--- src/rtl/dmem_arbiter.sv ---
// dmem_arbiter: shares the single-port data memory between the CPU M stage
// and an external host port. The CPU wins by default, and a bounded-wait
// counter forces the host ahead after HOST_MAX_WAIT denied cycles. The cycle
// after any host grant always serves the CPU.
//
// Ports:
//   clock, reset                 system clock, synchronous active-high reset
//   cpu_opcode/addr/wdata        M-stage request (lw = 01000, sw = 00111)
//   cpu_stall                    combinational stall when the CPU loses the port
//   cpu_rdata                    load data (mem_q, valid the cycle after a lw)
//   host_req/we/addr/wdata       host request, held until acknowledged
//   host_ack, host_rdata         completion pulse and registered read data
//   mem_addr/wdata/wren, mem_q   memory port (1-cycle registered read)
module dmem_arbiter #(
    parameter int unsigned ADDR_W        = 12,
    parameter int unsigned DATA_W        = 32,
    parameter int unsigned HOST_MAX_WAIT = 4
) (
    input  logic              clock,
    input  logic              reset,
    input  logic [4:0]        cpu_opcode,
    input  logic [31:0]       cpu_addr,
    input  logic [DATA_W-1:0] cpu_wdata,
    output logic              cpu_stall,
    output logic [DATA_W-1:0] cpu_rdata,
    input  logic              host_req,
    input  logic              host_we,
    input  logic [ADDR_W-1:0] host_addr,
    input  logic [DATA_W-1:0] host_wdata,
    output logic              host_ack,
    output logic [DATA_W-1:0] host_rdata,
    output logic [ADDR_W-1:0] mem_addr,
    output logic [DATA_W-1:0] mem_wdata,
    output logic              mem_wren,
    input  logic [DATA_W-1:0] mem_q
);

    localparam int unsigned    CNT_W    = 4;
    localparam logic [4:0]     OP_LW    = 5'b01000;
    localparam logic [4:0]     OP_SW    = 5'b00111;
    localparam logic [CNT_W-1:0] MAX_WAIT = CNT_W'(HOST_MAX_WAIT);

    typedef enum logic {
        S_IDLE     = 1'b0,
        S_HOST_ACK = 1'b1
    } state_e;

    state_e              state_q;
    logic [CNT_W-1:0]    wait_cnt_q;
    logic                host_rd_q;      // granted host transaction was a read
    logic [DATA_W-1:0]   host_rdata_q;

    logic cpu_rd;
    logic cpu_wr;
    logic cpu_req;
    logic host_gnt;

    // Upper ALU-result bits are not part of the data-memory word address.
    logic unused_cpu_addr_hi;
    assign unused_cpu_addr_hi = ^cpu_addr[31:ADDR_W];

    // M-stage opcode decode.
    always_comb begin
        cpu_rd  = (cpu_opcode == OP_LW);
        cpu_wr  = (cpu_opcode == OP_SW);
        cpu_req = cpu_rd | cpu_wr;
    end

    // Host grant: only from IDLE, when the CPU is quiet or the host has waited long enough.
    always_comb begin
        host_gnt = 1'b0;
        if (!reset && (state_q == S_IDLE)) begin
            host_gnt = host_req && (!cpu_req || (wait_cnt_q == MAX_WAIT));
        end
    end

    // Memory port mux; the CPU owns the port whenever the host is not granted.
    always_comb begin
        mem_addr  = cpu_addr[ADDR_W-1:0];
        mem_wdata = cpu_wdata;
        mem_wren  = cpu_wr && !reset;
        cpu_stall = host_gnt && cpu_req;
        if (host_gnt) begin
            mem_addr  = host_addr;
            mem_wdata = host_wdata;
            mem_wren  = host_we;
        end
    end

    // Arbitration FSM, wait counter and host read-data capture.
    always_ff @(posedge clock) begin
        if (reset) begin
            state_q      <= S_IDLE;
            wait_cnt_q   <= '0;
            host_rd_q    <= 1'b0;
            host_rdata_q <= '0;
        end else begin
            case (state_q)
                S_IDLE: begin
                    if (host_gnt) begin
                        state_q    <= S_HOST_ACK;
                        wait_cnt_q <= '0;
                        host_rd_q  <= !host_we;
                    end else if (!host_req) begin
                        wait_cnt_q <= '0;
                    end else if (wait_cnt_q != MAX_WAIT) begin
                        wait_cnt_q <= wait_cnt_q + CNT_W'(1);
                    end
                end
                S_HOST_ACK: begin
                    state_q    <= S_IDLE;
                    wait_cnt_q <= '0;
                    // mem_q now holds the word read in the grant cycle.
                    if (host_rd_q) begin
                        host_rdata_q <= mem_q;
                    end
                end
                default: begin
                    state_q    <= S_IDLE;
                    wait_cnt_q <= '0;
                end
            endcase
        end
    end

    // A reset landing on the ack cycle suppresses the ack.
    assign host_ack   = (state_q == S_HOST_ACK) && !reset;
    assign host_rdata = host_rdata_q;
    assign cpu_rdata  = mem_q;

endmodule

--- config.mk ---
export PLATFORM = sky130hd
export DESIGN_NAME = dmem_arbiter
export DESIGN_NICKNAME = d
export VERILOG_FILES = /design/src/rtl/dmem_arbiter.sv
export SDC_FILE = /design/constraint.sdc
export NUM_CORES = 1
export LEC_CHECK = 0
export CELL_PAD_IN_SITES_DETAIL_PLACEMENT = 1
export CELL_PAD_IN_SITES_GLOBAL_PLACEMENT = 2
export CORE_AREA = 4 4 135 137
export CTS_BUF_LIST = sky130_fd_sc_hd__clkbuf_8
export DETAILED_ROUTE_END_ITERATION = 12
export DIE_AREA = 0 0 139 141
export HOLD_SLACK_MARGIN = 0.08
export PLACE_DENSITY = 0.89
export SETUP_SLACK_MARGIN = 0.1
export SLEW_MARGIN = 10
export SYNTH_ARGS = -nofsm -noshare
export SYNTH_HDL_FRONTEND = slang
export SYNTH_SLANG_ARGS = --single-unit
--- constraint.sdc ---
create_clock -name clock -period 3.46 [get_ports clock]
set_input_delay 0.346 -clock clock [delete_from_list [all_inputs] [get_ports clock]]
set_output_delay 0.346 -clock clock [all_outputs]
set_load 0.005 [all_outputs]
Word level (Yosys, flattened, before mapping)
Cells that the tools add are included.
{"block": "word_totals", "reg_bits": 38, "latch_bits": 0, "ramBits": 0, "mem_bits_ro": 0, "in_bits": 149, "out_inout_bits": 111, "elab_cells": 33, "memories": 0}
{"block": "classes", "n_addsub": 1, "multipliers": 0, "div_mod_pow": 0, "magnitude_cmp": 0, "eq_ne": 5, "n_shift": 0, "mux": 10, "bitwise": 2, "reduce_logical": 11}
{"cell": "32-bit 2-to-1 mux", "n": 1}
{"cell": "12-bit 2-to-1 mux", "n": 1}
{"cell": "4-bit 2-to-1 mux", "n": 3}
{"cell": "4-bit by 3-bit != test with 1-bit output (second input constant)", "n": 2}
{"cell": "4-bit case mux with 2 select lines", "n": 1}
{"cell": "5-bit by 3-bit equality test with 1-bit output (second input constant)", "n": 1}
{"cell": "5-bit by 4-bit equality test with 1-bit output (second input constant)", "n": 1}
{"cell": "1-bit logical AND", "n": 5}
{"cell": "4-bit by 1-bit adder with 4-bit output (second input constant)", "n": 1}
{"cell": "4-bit by 3-bit equality test with 1-bit output (second input constant)", "n": 1}
{"cell": "2-bit AND reduction", "n": 2}
{"cell": "1-bit zero test", "n": 3}
{"cell": "1-bit 2-to-1 mux", "n": 3}
{"cell": "1-bit case mux with 2 select lines", "n": 1}
{"cell": "1-bit logical OR", "n": 1}
{"cell": "1-bit inverter", "n": 1}
{"cell": "1-bit OR", "n": 1}

Depth between registers and ports, before layout
Gate-level depths: netlist (run 1).
{"block": "logic_depth", "ltp_word": 8, "mapped_depth": 8, "mapped_depth_nobuf": 6}

Worst setup path after synthesis (run 1)
OpenSTA, ideal clock, no wires.
{"block": "synth_timing", "kind": "input to output", "from": "input reset", "to": "output mem_addr[10]", "arrival_ns": 1.535, "required_time_ns": 3.114, "slack_ns": 1.579, "path_stages": 6, "path_buffers": 3, "path_cell_list": "clkbuf_1 nor3b_2 and2_4 buf_6 buf_12 mux2_4"}
{"block": "synth_via", "elab_chain_len": 4}
{"item": "start: declaration", "line_no": "20", "rtl": "input logic reset,"}
{"item": "1-bit zero test", "line_no": "72", "rtl": "if (!reset && (state_q == S_IDLE)) begin"}
{"item": "1-bit logical AND", "line_no": "72"}
{"item": "1-bit 2-to-1 mux", "line_no": "72"}
{"item": "12-bit 2-to-1 mux", "line_no": "83", "rtl": "if (host_gnt) begin"}
{"item": "end: declaration", "line_no": "32", "rtl": "output logic [ADDR_W-1:0] mem_addr,"}
No other way between the ends.

Worst setup path after layout (run 1)
{"block": "layout_timing", "from": "input cpu_opcode[0]", "to": "output mem_wdata[24]"}
{"block": "layout_via", "elab_chain_len": 7, "elab_cells_between_ends": 8, "cone_classes": "eq/ne (2); mux (2); bitwise (1); reduce/logical (3)"}
{"item": "start: declaration", "line_no": "21", "rtl": "input logic [4:0] cpu_opcode,"}
{"item": "5-bit by 4-bit equality test with 1-bit output or 5-bit by 3-bit equality test with 1-bit output (tied branches)", "line_no": "64, 65"}
{"item": "1-bit OR (*)", "line_no": "66", "rtl": "cpu_req = cpu_rd | cpu_wr;"}
{"item": "1-bit zero test (*)", "line_no": "73", "rtl": "host_gnt = host_req && (!cpu_req || (wait_cnt_q == MAX_WAIT));"}
{"item": "1-bit logical OR (*)", "line_no": "73"}
{"item": "1-bit logical AND (*)", "line_no": "73"}
{"item": "1-bit 2-to-1 mux (*)", "line_no": "72"}
{"item": "32-bit 2-to-1 mux (*)", "line_no": "83"}
{"item": "end: declaration", "line_no": "33", "rtl": "output logic [DATA_W-1:0] mem_wdata,"}
Every way passes the cells marked *; elsewhere a longest branch is shown, timed or not.

==> results of run 1 <==
==> state kept, by name (all words and copies together) (netlist names) <==
register,count
state_q,1
wait_cnt_q,4
host_rdata,32
host_rd_q,1
==> layer usage <==
layer,global-route usage (%),part of all wire (%),vias up
li1,-,-,1226
met1,12.6,40,1158
met2,19.2,48,166
met3,5.05,11,10
met4,2.94,1.8,0
met5,0,0,-
==> synth_stat cells (all sizes together) <==
cell type / number
nor3b: 1
nor2b: 1
mux2: 44
dfxtp: 38
ha: 2
or4b: 1
a21oi: 33
nor3: 1
nand3: 1
nor2: 7
buf: 37
clkbuf: 11
xor2: 1
and2: 2
inv: 4
a211oi: 1
and4b: 1
xnor2: 1
o221ai: 1
a32o: 1
nor4b: 1
nand2: 67
==> stage by stage <==
stage	hold slack (ns)	cell area (µm²)	power, µW	cells
after floorplan	0.430	2350	607	257
after global placement	0.441	4720	894	679
after detailed placement	0.452	4720	895	679
after CTS	0.463	4800	1220	685
after global routing	0.477	4810	1250	685
final	0.458	4810	1190	685
==> critical path: stages <==
cell and delay, ns:
clkdlybuf4s50_1 0.47, and4b_1 0.28, o221ai_2 0.22, and2_4 0.41, buf_4 0.25, mux2_4 0.32
clkdlybuf4s50_1 0.47
==> path summary, 6_finish.rpt <==
kind             startpoint        endpoint  slack (ns)  depth (start not counted)
max           cpu_opcode[0]   mem_wdata[24]        0.35                          7
max reg2reg   wait_cnt_q[0]       host_rd_q        1.80                          7
min reg2reg  host_rdata[10]  host_rdata[10]        0.46                          2
min          host_rdata[10]  host_rdata[10]        0.46                          2
==> report_power, final <==
| group | total (µW) | switching [µW] | internal, µW | leakage [µW] |
|---|---|---|---|---|
| clock network | 310 | 156 | 154 | 0.0000431 |
| logic | 434 | 128 | 306 | 0.00137 |
| registers | 448 | 4.41 | 444 | 0.000307 |
| total | 1190 | 288 | 904 | 0.00172 |
==> layout make-up <==
cell class                      count  area, µm²  share of cell area (%)
Clock buffer                        6       82.6                    1.72
Inverter                            4       15.0                   0.312
Multi-Input combinational cell    167       1220                    25.3
Sequential cell                    38        761                    15.8
Tap cell                          225        282                    5.86
Timing Repair Buffer              245       2450                    51.0
==> cell families (layout without fill, tap and decap cells) <==
| logic type | Yosys count | in the layout |
|---|---|---|
| XOR/XNOR | 2 | 2 |
| flip-flops | 38 | 38 |
| buffers and inverters | 52 | 255 |
| AND/OR/NAND/NOR | 83 | 83 |
| adder cells (fa/ha/maj) | 2 | 2 |
| AO/OA/AOI/OAI | 36 | 36 |
| multiplexers | 44 | 44 |
==> layout by cell type, fill, tap and decap left out, types with 2 or more instances in the layout <==
| master | netlist | routed |
|---|---|---|
| a21oi_1 | 33 | 33 |
| buf_4 | 32 | 5 |
| clkbuf_8 | 0 | 6 |
| clkdlybuf4s50_1 | 0 | 239 |
| dfxtp_1 | 38 | 38 |
| ha_1 | 2 | 2 |
| inv_1 | 4 | 4 |
| mux2_2 | 14 | 14 |
| mux2_4 | 30 | 30 |
| nand2_1 | 67 | 66 |
| nor2_1 | 7 | 7 |
==> metrics.md, run 1 <==
| Metric | Value |
|---|---|
| Fin crit share | 89.8% |
| Minimum clock period | 3.11 ns |
| Clock Path Buffers | 2 |
| Setup ws final | 0.352 ns |
| Slew headroom | 54.7% |
| CTS tree | done |
| Inserted Clock Buffers | 5 |
| Via density | 3.74 |
| Endpoints failing setup | 0 |
| Post-synthesis mux area share | 25.9% |
| Syn Area/Cell | 9.13 µm² |
| Crit path max fanout | 22 |
| Drt total wl | 11400 µm |
| CP Class | in2out |
| Worst-Margin Slew | 0.677 ns |
| Max-cap violations | 0 |
| Largest family of logic cells by synthesized area | multiplexers |
| DRT iter0 DRCs | 58 |
| Worst-path clk slew | 0.07 ns |
| Hpwl dp | 9350 µm |
| Core outline area | 17100 µm² |
| Util after Layout | 28.2% |
| Initial Utilization | 13.8% |
| Initial antenna violation count | 0 |
| Drt wl/cell | 16.6 µm |
| WP data arrival | 2.76 ns |
| Critical path endpoint category | output pin |
| Ranking of synthesized cells by area | dfxtp_1 (32%), mux2_4 (19%), nand2_1 (11%) |
| Adder-Cell Fraction of Synth Area | 1.07% |
| Post-synth cell types | 27 |
| Outcome | finished, final reports clean |
| Die H | 141 µm |
| Maximum clock frequency | 322 MHz |
| Residual DRC | 0 |
| Startpoint types | input port |
| CTS root buf | clkbuf_8 |
| Site Rows | 48 |
| I/O Buffers | 239 |
| Post-synth top area share | 32.4% |
| Diodes inserted | 0 |
| CTS Sinks | 38 |
| Post-synthesis xor/xnor area fraction | 0.746% |
| Vias in the first global route | 2904 |
| Global-route wire length before repair | 17400 µm |
| Ratio of cells with drive above 1 in the final layout | 13.3% |
| Leak pwr | 0.00172 µW |
| DIE WIDTH | 139 µm |
| Largest net degree at the start of global routing | 36 |
| Total negative slack | 0 ns |
| IO Pins | 260 |
| Syn Nets | 408 |
| Area delta synth->final | 105% |
| Post-synthesis cell area | 2350 µm² |
| Vias after detailed routing | 2560 |
| CTS resizes | 0 |
| Synth Warn # | 0 |
| Hold buffer count at CTS | 0 |
| Mapped Cells | 257 |
| Max-slew violation count | 0 |
| Required time of the critical path | 3.11 ns |
| Peak VDD IR | 0.000120 V |
| Post-CTS setup buffer count | 0 |
| H-tree levels | 2 |
| Hold Fails Final Rpt | 0 |
| Power Dens Cells | 248 nW/µm² |
| Unrepaired setup endpoints after global routing | false |
| Fill count | 1983 |
| Total gr overflow | 0 |
| Final #Nets | 612 |
| Seq/Total Area, Yosys | 32.4% |
| Worst Skew | 0.00466 ns |
| Worst skew pair latency | 0.29 ns |
| Post-Synth Simple-Gate Area | 15.6% |
| Setup WS pre-CTS | 0.337 ns |
| Final ANT Viol Nets | 0 |
| RD Place Congestion | 0.877 |
| Cell taking the most area after synthesis | dfxtp_1 |
| Hold Crit Class | reg2reg |
| DR pass1 iterations | 4 |
| Synth Area in Compound Gates | 8.42% |
| Overall Global Routing Usage | 11.2% |
| Die area | 19600 µm² |
| Synth Register Bits | 38 |
No activity file was read; power rests on OpenSTA's default activity.
==> run 2, diff against run 1 <==
- TNS_END_PERCENT: default -> 30
==> results of run 2 <==
The final DEF is identical to that of run 1; final timing and power are the same.
